===== src/rtl/timer_countdown_bcd_pkg.sv =====
// -----------------------------------------------------------------------------
// timer_pkg
// Shared definitions for the BCD countdown timer:
//   - state_t           : controller state encoding (IDLE, RUN, PAUSE, RING)
//   - BCD limit constants for the HH, MM and SS fields
//   - bcd_valid()       : range check of a two-digit BCD field
// -----------------------------------------------------------------------------
package timer_pkg;

    typedef enum logic [1:0] {
        ST_IDLE  = 2'd0,
        ST_RUN   = 2'd1,
        ST_PAUSE = 2'd2,
        ST_RING  = 2'd3
    } state_t;

    // Largest legal value of a single BCD digit.
    localparam logic [3:0] BCD_DIGIT_MAX = 4'd9;

    // Minutes and seconds: 00..59.
    localparam logic [3:0] SS_MAX_TENS          = 4'd5;
    localparam logic [3:0] MM_MAX_TENS          = 4'd5;
    localparam logic [3:0] MS_MAX_UNITS_AT_MAX  = 4'd9;

    // Hours: 00..23, so the units digit is capped at 3 once tens reaches 2.
    localparam logic [3:0] HH_MAX_TENS          = 4'd2;
    localparam logic [3:0] HH_MAX_UNITS_AT_MAX  = 4'd3;

    // True when both nibbles are decimal digits and the field lies within
    // 00 .. {max_tens, max_units_at_max_tens}.
    function automatic logic bcd_valid(
        input logic [7:0] value,
        input logic [3:0] max_tens,
        input logic [3:0] max_units_at_max_tens
    );
        logic [3:0] tens;
        logic [3:0] units;
        tens  = value[7:4];
        units = value[3:0];
        return (units <= BCD_DIGIT_MAX) &&
               (tens  <= max_tens) &&
               ((tens != max_tens) || (units <= max_units_at_max_tens));
    endfunction

endpackage


===== src/rtl/timer_countdown_bcd_bcd_down_2d.sv =====
// -----------------------------------------------------------------------------
// bcd_down_2d
// Combinational two-digit BCD decrementer, one instance per time field.
// Ports:
//   value      in  8  current field {tens, units}
//   dec_in     in  1  decrement request (borrow from the field below)
//   max_tens   in  4  tens digit reloaded when the field wraps below 00
//   next_value out 8  field after the optional decrement
//   borrow_out out 1  field wrapped below 00 (borrow from the field above)
//   is_zero    out 1  next_value is 00
// -----------------------------------------------------------------------------
module bcd_down_2d
    import timer_pkg::*;
(
    input  logic [7:0] value,
    input  logic       dec_in,
    input  logic [3:0] max_tens,
    output logic [7:0] next_value,
    output logic       borrow_out,
    output logic       is_zero
);

    logic [3:0] tens_s;
    logic [3:0] units_s;
    logic [3:0] next_tens_s;
    logic [3:0] next_units_s;

    assign tens_s  = value[7:4];
    assign units_s = value[3:0];

    // Digit-wise borrow: units wrap 0->9, tens wrap 0->max_tens.
    always_comb begin
        next_tens_s  = tens_s;
        next_units_s = units_s;
        borrow_out   = 1'b0;
        if (dec_in) begin
            if (units_s == 4'd0) begin
                next_units_s = BCD_DIGIT_MAX;
                if (tens_s == 4'd0) begin
                    next_tens_s = max_tens;
                    borrow_out  = 1'b1;
                end else begin
                    next_tens_s = tens_s - 4'd1;
                end
            end else begin
                next_units_s = units_s - 4'd1;
            end
        end else begin
            next_units_s = units_s;
        end
    end

    assign next_value = {next_tens_s, next_units_s};
    assign is_zero    = (next_value == 8'h00);

endmodule


===== src/rtl/timer_countdown_bcd.sv =====
// -----------------------------------------------------------------------------
// timer_countdown_bcd
// HH:MM:SS BCD countdown timer with ring flag for the clock screen.
// Parameters:
//   TICK_COUNT    clock cycles per second
//   RING_SECONDS  seconds the ring flag stays up without acknowledgement
// Ports:
//   clock, reset              clock; asynchronous active-high reset
//   load, load_hh/mm/ss       load pulse and BCD value to capture
//   start, stop, alarm_ack    command pulses (priority load > ack > stop > start)
//   digit0/1_HH/MM/SS_T       current value, digit0 = units, digit1 = tens
//   estado_alarma             high while ringing
//   running                   high while counting down
//   load_err                  one-cycle pulse on a rejected load
// -----------------------------------------------------------------------------
module timer_countdown_bcd
    import timer_pkg::*;
#(
    parameter int unsigned TICK_COUNT   = 100_000_000,
    parameter int unsigned RING_SECONDS = 30
) (
    input  logic       clock,
    input  logic       reset,
    input  logic       load,
    input  logic [7:0] load_hh,
    input  logic [7:0] load_mm,
    input  logic [7:0] load_ss,
    input  logic       start,
    input  logic       stop,
    input  logic       alarm_ack,
    output logic [3:0] digit0_HH_T,
    output logic [3:0] digit1_HH_T,
    output logic [3:0] digit0_MM_T,
    output logic [3:0] digit1_MM_T,
    output logic [3:0] digit0_SS_T,
    output logic [3:0] digit1_SS_T,
    output logic       estado_alarma,
    output logic       running,
    output logic       load_err
);

    localparam int unsigned PRESC_W = (TICK_COUNT > 1) ? $clog2(TICK_COUNT) : 1;
    localparam int unsigned RING_W  = (RING_SECONDS > 1) ? $clog2(RING_SECONDS) : 1;
    localparam logic [PRESC_W-1:0] PRESC_LAST = PRESC_W'(TICK_COUNT - 1);
    localparam logic [RING_W-1:0]  RING_LAST  = RING_W'(RING_SECONDS - 1);

    state_t              state_r;
    state_t              state_next_s;
    logic [7:0]          hh_r;
    logic [7:0]          mm_r;
    logic [7:0]          ss_r;
    logic [7:0]          hh_next_s;
    logic [7:0]          mm_next_s;
    logic [7:0]          ss_next_s;
    logic [PRESC_W-1:0]  presc_r;
    logic [PRESC_W-1:0]  presc_next_s;
    logic [RING_W-1:0]   ring_cnt_r;
    logic [RING_W-1:0]   ring_cnt_next_s;
    logic                load_err_r;
    logic                load_err_next_s;
    logic                alarm_r;
    logic                alarm_next_s;
    logic                running_r;
    logic                running_next_s;

    logic                tick_s;
    logic                load_ok_s;
    logic                value_nonzero_s;
    logic [7:0]          ss_dec_s;
    logic [7:0]          mm_dec_s;
    logic [7:0]          hh_dec_s;
    logic                ss_borrow_s;
    logic                mm_borrow_s;
    logic                hh_borrow_s;
    logic                ss_zero_s;
    logic                mm_zero_s;
    logic                hh_zero_s;
    logic                dec_to_zero_s;

    assign tick_s          = (presc_r == PRESC_LAST);
    assign value_nonzero_s = ({hh_r, mm_r, ss_r} != 24'h000000);
    assign load_ok_s       = bcd_valid(load_hh, HH_MAX_TENS, HH_MAX_UNITS_AT_MAX) &&
                             bcd_valid(load_mm, MM_MAX_TENS, MS_MAX_UNITS_AT_MAX) &&
                             bcd_valid(load_ss, SS_MAX_TENS, MS_MAX_UNITS_AT_MAX);

    // Seconds always decrement by one; borrows ripple into MM and HH.
    bcd_down_2d u_dec_ss (
        .value      (ss_r),
        .dec_in     (1'b1),
        .max_tens   (SS_MAX_TENS),
        .next_value (ss_dec_s),
        .borrow_out (ss_borrow_s),
        .is_zero    (ss_zero_s)
    );

    bcd_down_2d u_dec_mm (
        .value      (mm_r),
        .dec_in     (ss_borrow_s),
        .max_tens   (MM_MAX_TENS),
        .next_value (mm_dec_s),
        .borrow_out (mm_borrow_s),
        .is_zero    (mm_zero_s)
    );

    bcd_down_2d u_dec_hh (
        .value      (hh_r),
        .dec_in     (mm_borrow_s),
        .max_tens   (HH_MAX_TENS),
        .next_value (hh_dec_s),
        .borrow_out (hh_borrow_s),
        .is_zero    (hh_zero_s)
    );

    // An underflow out of HH cannot occur from a nonzero value; if it ever
    // does, it is treated as reaching zero so the timer rings rather than
    // wrapping to a bogus time.
    assign dec_to_zero_s = (ss_zero_s && mm_zero_s && hh_zero_s) || hh_borrow_s;

    // State, time value and prescaler registers.
    always_ff @(posedge clock or posedge reset) begin
        if (reset) begin
            state_r    <= ST_IDLE;
            hh_r       <= 8'h00;
            mm_r       <= 8'h00;
            ss_r       <= 8'h00;
            presc_r    <= '0;
            ring_cnt_r <= '0;
        end else begin
            state_r    <= state_next_s;
            hh_r       <= hh_next_s;
            mm_r       <= mm_next_s;
            ss_r       <= ss_next_s;
            presc_r    <= presc_next_s;
            ring_cnt_r <= ring_cnt_next_s;
        end
    end

    // Next-state and datapath update, commands resolved by priority.
    always_comb begin
        state_next_s    = state_r;
        hh_next_s       = hh_r;
        mm_next_s       = mm_r;
        ss_next_s       = ss_r;
        presc_next_s    = presc_r;
        ring_cnt_next_s = ring_cnt_r;
        load_err_next_s = 1'b0;
        case (state_r)
            ST_IDLE: begin
                if (load) begin
                    if (load_ok_s) begin
                        hh_next_s = load_hh;
                        mm_next_s = load_mm;
                        ss_next_s = load_ss;
                    end else begin
                        load_err_next_s = 1'b1;
                    end
                end else if (start && value_nonzero_s) begin
                    state_next_s = ST_RUN;
                    presc_next_s = '0;
                end else begin
                    state_next_s = ST_IDLE;
                end
            end
            ST_RUN: begin
                // Stop freezes the prescaler and swallows a coincident tick.
                if (stop) begin
                    state_next_s = ST_PAUSE;
                end else if (tick_s) begin
                    presc_next_s = '0;
                    if (dec_to_zero_s) begin
                        state_next_s    = ST_RING;
                        hh_next_s       = 8'h00;
                        mm_next_s       = 8'h00;
                        ss_next_s       = 8'h00;
                        ring_cnt_next_s = '0;
                    end else begin
                        hh_next_s = hh_dec_s;
                        mm_next_s = mm_dec_s;
                        ss_next_s = ss_dec_s;
                    end
                end else begin
                    presc_next_s = presc_r + PRESC_W'(1);
                end
            end
            ST_PAUSE: begin
                if (load) begin
                    if (load_ok_s) begin
                        state_next_s = ST_IDLE;
                        hh_next_s    = load_hh;
                        mm_next_s    = load_mm;
                        ss_next_s    = load_ss;
                    end else begin
                        load_err_next_s = 1'b1;
                    end
                end else if (stop) begin
                    // Stop outranks start, so a stop+start pair stays paused.
                    state_next_s = ST_PAUSE;
                end else if (start && value_nonzero_s) begin
                    state_next_s = ST_RUN;
                    presc_next_s = '0;
                end else begin
                    state_next_s = ST_PAUSE;
                end
            end
            ST_RING: begin
                // The prescaler keeps running here to time the ring seconds.
                if (alarm_ack) begin
                    state_next_s    = ST_IDLE;
                    presc_next_s    = '0;
                    ring_cnt_next_s = '0;
                end else if (tick_s) begin
                    presc_next_s = '0;
                    if (ring_cnt_r == RING_LAST) begin
                        state_next_s    = ST_IDLE;
                        ring_cnt_next_s = '0;
                    end else begin
                        ring_cnt_next_s = ring_cnt_r + RING_W'(1);
                    end
                end else begin
                    presc_next_s = presc_r + PRESC_W'(1);
                end
            end
            default: begin
                state_next_s    = ST_IDLE;
                hh_next_s       = 8'h00;
                mm_next_s       = 8'h00;
                ss_next_s       = 8'h00;
                presc_next_s    = '0;
                ring_cnt_next_s = '0;
            end
        endcase
    end

    // Level outputs decoded from the state being entered.
    always_comb begin
        running_next_s = 1'b0;
        alarm_next_s   = 1'b0;
        case (state_next_s)
            ST_RUN:  running_next_s = 1'b1;
            ST_RING: alarm_next_s   = 1'b1;
            default: begin
                running_next_s = 1'b0;
                alarm_next_s   = 1'b0;
            end
        endcase
    end

    // Status output registers, aligned with the state register.
    always_ff @(posedge clock or posedge reset) begin
        if (reset) begin
            running_r  <= 1'b0;
            alarm_r    <= 1'b0;
            load_err_r <= 1'b0;
        end else begin
            running_r  <= running_next_s;
            alarm_r    <= alarm_next_s;
            load_err_r <= load_err_next_s;
        end
    end

    assign digit0_HH_T   = hh_r[3:0];
    assign digit1_HH_T   = hh_r[7:4];
    assign digit0_MM_T   = mm_r[3:0];
    assign digit1_MM_T   = mm_r[7:4];
    assign digit0_SS_T   = ss_r[3:0];
    assign digit1_SS_T   = ss_r[7:4];
    assign estado_alarma = alarm_r;
    assign running       = running_r;
    assign load_err      = load_err_r;

endmodule

===== config.mk =====
export PLATFORM = sky130hd
export DESIGN_NAME = timer_countdown_bcd
export DESIGN_NICKNAME = d
export VERILOG_FILES = /design/src/rtl/timer_countdown_bcd_pkg.sv /design/src/rtl/timer_countdown_bcd_bcd_down_2d.sv /design/src/rtl/timer_countdown_bcd.sv
export SDC_FILE = /design/constraint.sdc
export NUM_CORES = 1
export LEC_CHECK = 0
export ABC_AREA = 0
export ABC_CLOCK_PERIOD_IN_PS = 9200
export CAP_MARGIN = 10
export CORE_UTILIZATION = 56
export DETAILED_ROUTE_END_ITERATION = 6
export MAX_ROUTING_LAYER = met4
export PLACE_DENSITY = 0.84
export RECOVER_POWER = 25
export SLEW_MARGIN = 40
export SYNTH_ARGS = -nofsm -noshare
export SYNTH_HDL_FRONTEND = slang
export SYNTH_HIERARCHICAL = 1
export SYNTH_SLANG_ARGS = --single-unit

===== constraint.sdc =====
create_clock -name clock -period 9.2 [get_ports clock]
set_input_delay 1.84 -clock clock [delete_from_list [all_inputs] [get_ports clock]]
set_output_delay 1.84 -clock clock [all_outputs]
set_load 0.03 [all_outputs]

==> results.yml <==
grt:
  overflow: 0
  antenna_found_initial: 0
  grt_usage: 0.292
  grt_max_degree: 62
  grt_pass1_vias: 3741
  grt_first_pass_wirelength_mm: 17.5
yosys:
  syn_area_per_cell_um2: 8.14
  yosysWarnings: 6
  netlist_area_mm2: 0.00429
  synthArstFlopShare: 1.00
  ys_seq_area_frac: 0.356
  synth_cell_types: 57
  synth_edf_count: 0
  netlist_instances: 527
  synth_ff_type: "dfrtp_1"
  synth.top_cells.by_count: "61 x dfrtp_1, 59 x o21ai_1, 55 x nand2_1"
  synth.most_common_cell: "dfrtp_1"
  synth_top_area_frac: 0.356
  yosys_register_bits: 61
  ys_top_cells_by_area: "dfrtp_1 36%, o21ai_1 6.9%, a31oi_1 5.0%, nand2_1 4.8%, nor2b_1 3.9%"
  synth_largest_area_cell: "dfrtp_1"
sta:
  setup_viol: 0
  setup_tns_ns: 0
  fin_crit_ns: 5.55
  fmax_mhz: 180
  period_share: 0.603
  skew_ns: 0.0100
  max_slew_margin: -1.21
  drv_slew: 62
  rsz0062_at_grt: "false"
  tightestPinTransition_ns: 3.31
  hold_violations: 0
power_and_ir_drop:
  clockPowerShare: 0.266
  p_sw_mw: 0.422
  powerDensity_mw_per_mm2: 201
  p_seq_frac: 0.344
  totalPowerFinal_mw: 1.04
  vdd_ir_drop_max_mv: 0.0964
  intPower_mw: 0.616
  p_leak_nw: 2.25
  swShare: 0.407
  combPwrFrac: 0.389
run:
  maxCapViolCount: 1
worst_setup_path:
  cpPeakStageDelay_ns: 2.31
  cp_max_fo: 61
  cp_cell_sequence: "dlygate4sd3_1 > clkinv_1 > clkbuf_1"
  cp-end-kind: "asynchronous set/reset pin"
  critical_path_required_ns: 8.45
  arrival_ns: 4.80
  path_class: "input port to asynchronous set/reset pin"
  cp_slowest_cell: "clkbuf_1"
  critPathLaunchType: "input port"
routing:
  wl_per_cell_um: 15.9
  drt_iter0_markers: 405
  num_vias: 4221
  postRouteAntennaNets: 0
  dr.pass1.iters: 5
  viasPerCell: 6.16
  drc_errors: 0
  finalWirelength_mm: 10.9
cells_and_area:
  finalNetCount: 617
  stdcell_count: 685
  fill_cells: 569
  final_core_util: 0.705
  area_delta_synth_final_pct: 20.4
  diodes: 0
  regArea_mm2: 0.00153
  drive_above_1_share: 0.0768
  multi_input_area_mm2: 0.00261
status:
  violations: "max-capacitance violations, max-slew violations"
  status: "finished, violations left"
placed_design:
  dp.cells: 669
  dpl.hpwl_mm: 7.60
  numPortBuffers: 56
  place.gp.congestion: 0.934
cts:
  h-tree-depth: 3
  tritoncts: "yes"
  ctsResizeCount: 0
  clk_pin_slew_worst_paths_ns: 0.07
  root_buffer: "clkbuf_8"
  cts_sinks: 61
  cts_hold_buf: 0
  post_cts_buffers: 0
  cts_made_buffers: 9
  cts_buffer_depth: 2
  clk-insertion-delay-late_ns: 0.35
hold_path:
  hp-class: "flop to flop"
floorplanning:
  io_pins: 57
  dieArea_mm2: 0.00802
  dieWidth_um: 89.5
  die_y_um: 89.5
  start_util: 0.585
  placeableCoreArea_mm2: 0.00733
  row_count: 31
==> registers in the layout (all words and copies together), names as in the netlist <==
name,cells
estado_alarma,1
mm_r,8
load_err,1
state_r,2
presc_r,27
ss_r,8
ring_cnt_r,5
running,1
hh_r,8
==> routing by layer <==
metal | GRT usage | vias up | routed length [um]
met5 | - | - | 0
met4 | 0.128 | 0 | 251
met3 | 0.0572 | 28 | 648
met2 | 0.439 | 160 | 4930
met1 | 0.382 | 1983 | 5080
li1 | - | 2050 | -
==> cell type report <==
cell class,instances,share of cell area
Multi-Input combinational cell,429,0.505
Tap cell,99,0.0240
Timing Repair Buffer,60,0.116
Inverter,20,0.0145
Sequential cell,61,0.296
Clock buffer,12,0.0300
Clock inverter,4,0.0136
==> layout by cell type (no fill, tap or decap), drive strengths merged, types with 15 or more instances in the layout <==
master and n:
o21ai 90, dfrtp 61, nand2 55, clkdlybuf4s50 55, a31oi 35, nor2 33
nor2b 27, inv 19, nand3 19, conb 15
==> per-stage QoR <==
stage / area, um2 / hold slack [ns] / worst slack [ns]
finish: 5170 / 0.472 / 3.65
floorplan: 4340 / 0.433 / 4.79
global placement: 4890 / 0.455 / 4.25
CTS: 5160 / 0.473 / 4.00
global route: 5170 / 0.491 / 2.77
detailed placement: 4940 / 0.460 / 4.05
==> critical path: cells and delay by family <==
kind | cells | cell delay [ns]
buf+inv | 3 | 2.89
==> cells by family (layout without fill, tap and decap cells) <==
group                      count (synthesis)  after routing  share of synthesized area
and+or+nand+nor                          230            230                      0.311
AOI/OAI and AO/OA                        174            174                      0.247
DFF                                       61             61                      0.356
buffers and inverters                     50             96                     0.0577
adders and majority gates                  6              6                     0.0175
xor gates and xnor gates                   3              3                    0.00613
other                                      2             15                    0.00175
muxes                                      1              1                    0.00350
==> path summary, 6_finish.rpt <==
path	from	to	slack, ns	cells after the start
setup / recovery	reset	state_r[0]	3.65	3
hold / removal	presc_r[26]	presc_r[26]	0.47	1
setup reg to reg	ss_r[4]	ring_cnt_r[1]	3.94	15
hold reg to reg	presc_r[26]	presc_r[26]	0.47	1
max in group clock	ss_r[4]	ring_cnt_r[1]	3.94	15
min in group asynchronous	reset	ss_r[2]	3.19	3
==> power by group through the flow <==
stage	Clock (mW)	Combinational, mW	Sequential [mW]
final	0.276	0.404	0.357
after global routing	0.293	0.440	0.365
after CTS	0.279	0.399	0.355
after detailed placement	0	0.396	0.360
after global placement	0	0.380	0.358
after floorplan	0	0.316	0.340
Power figures use the tool's default switching activity.
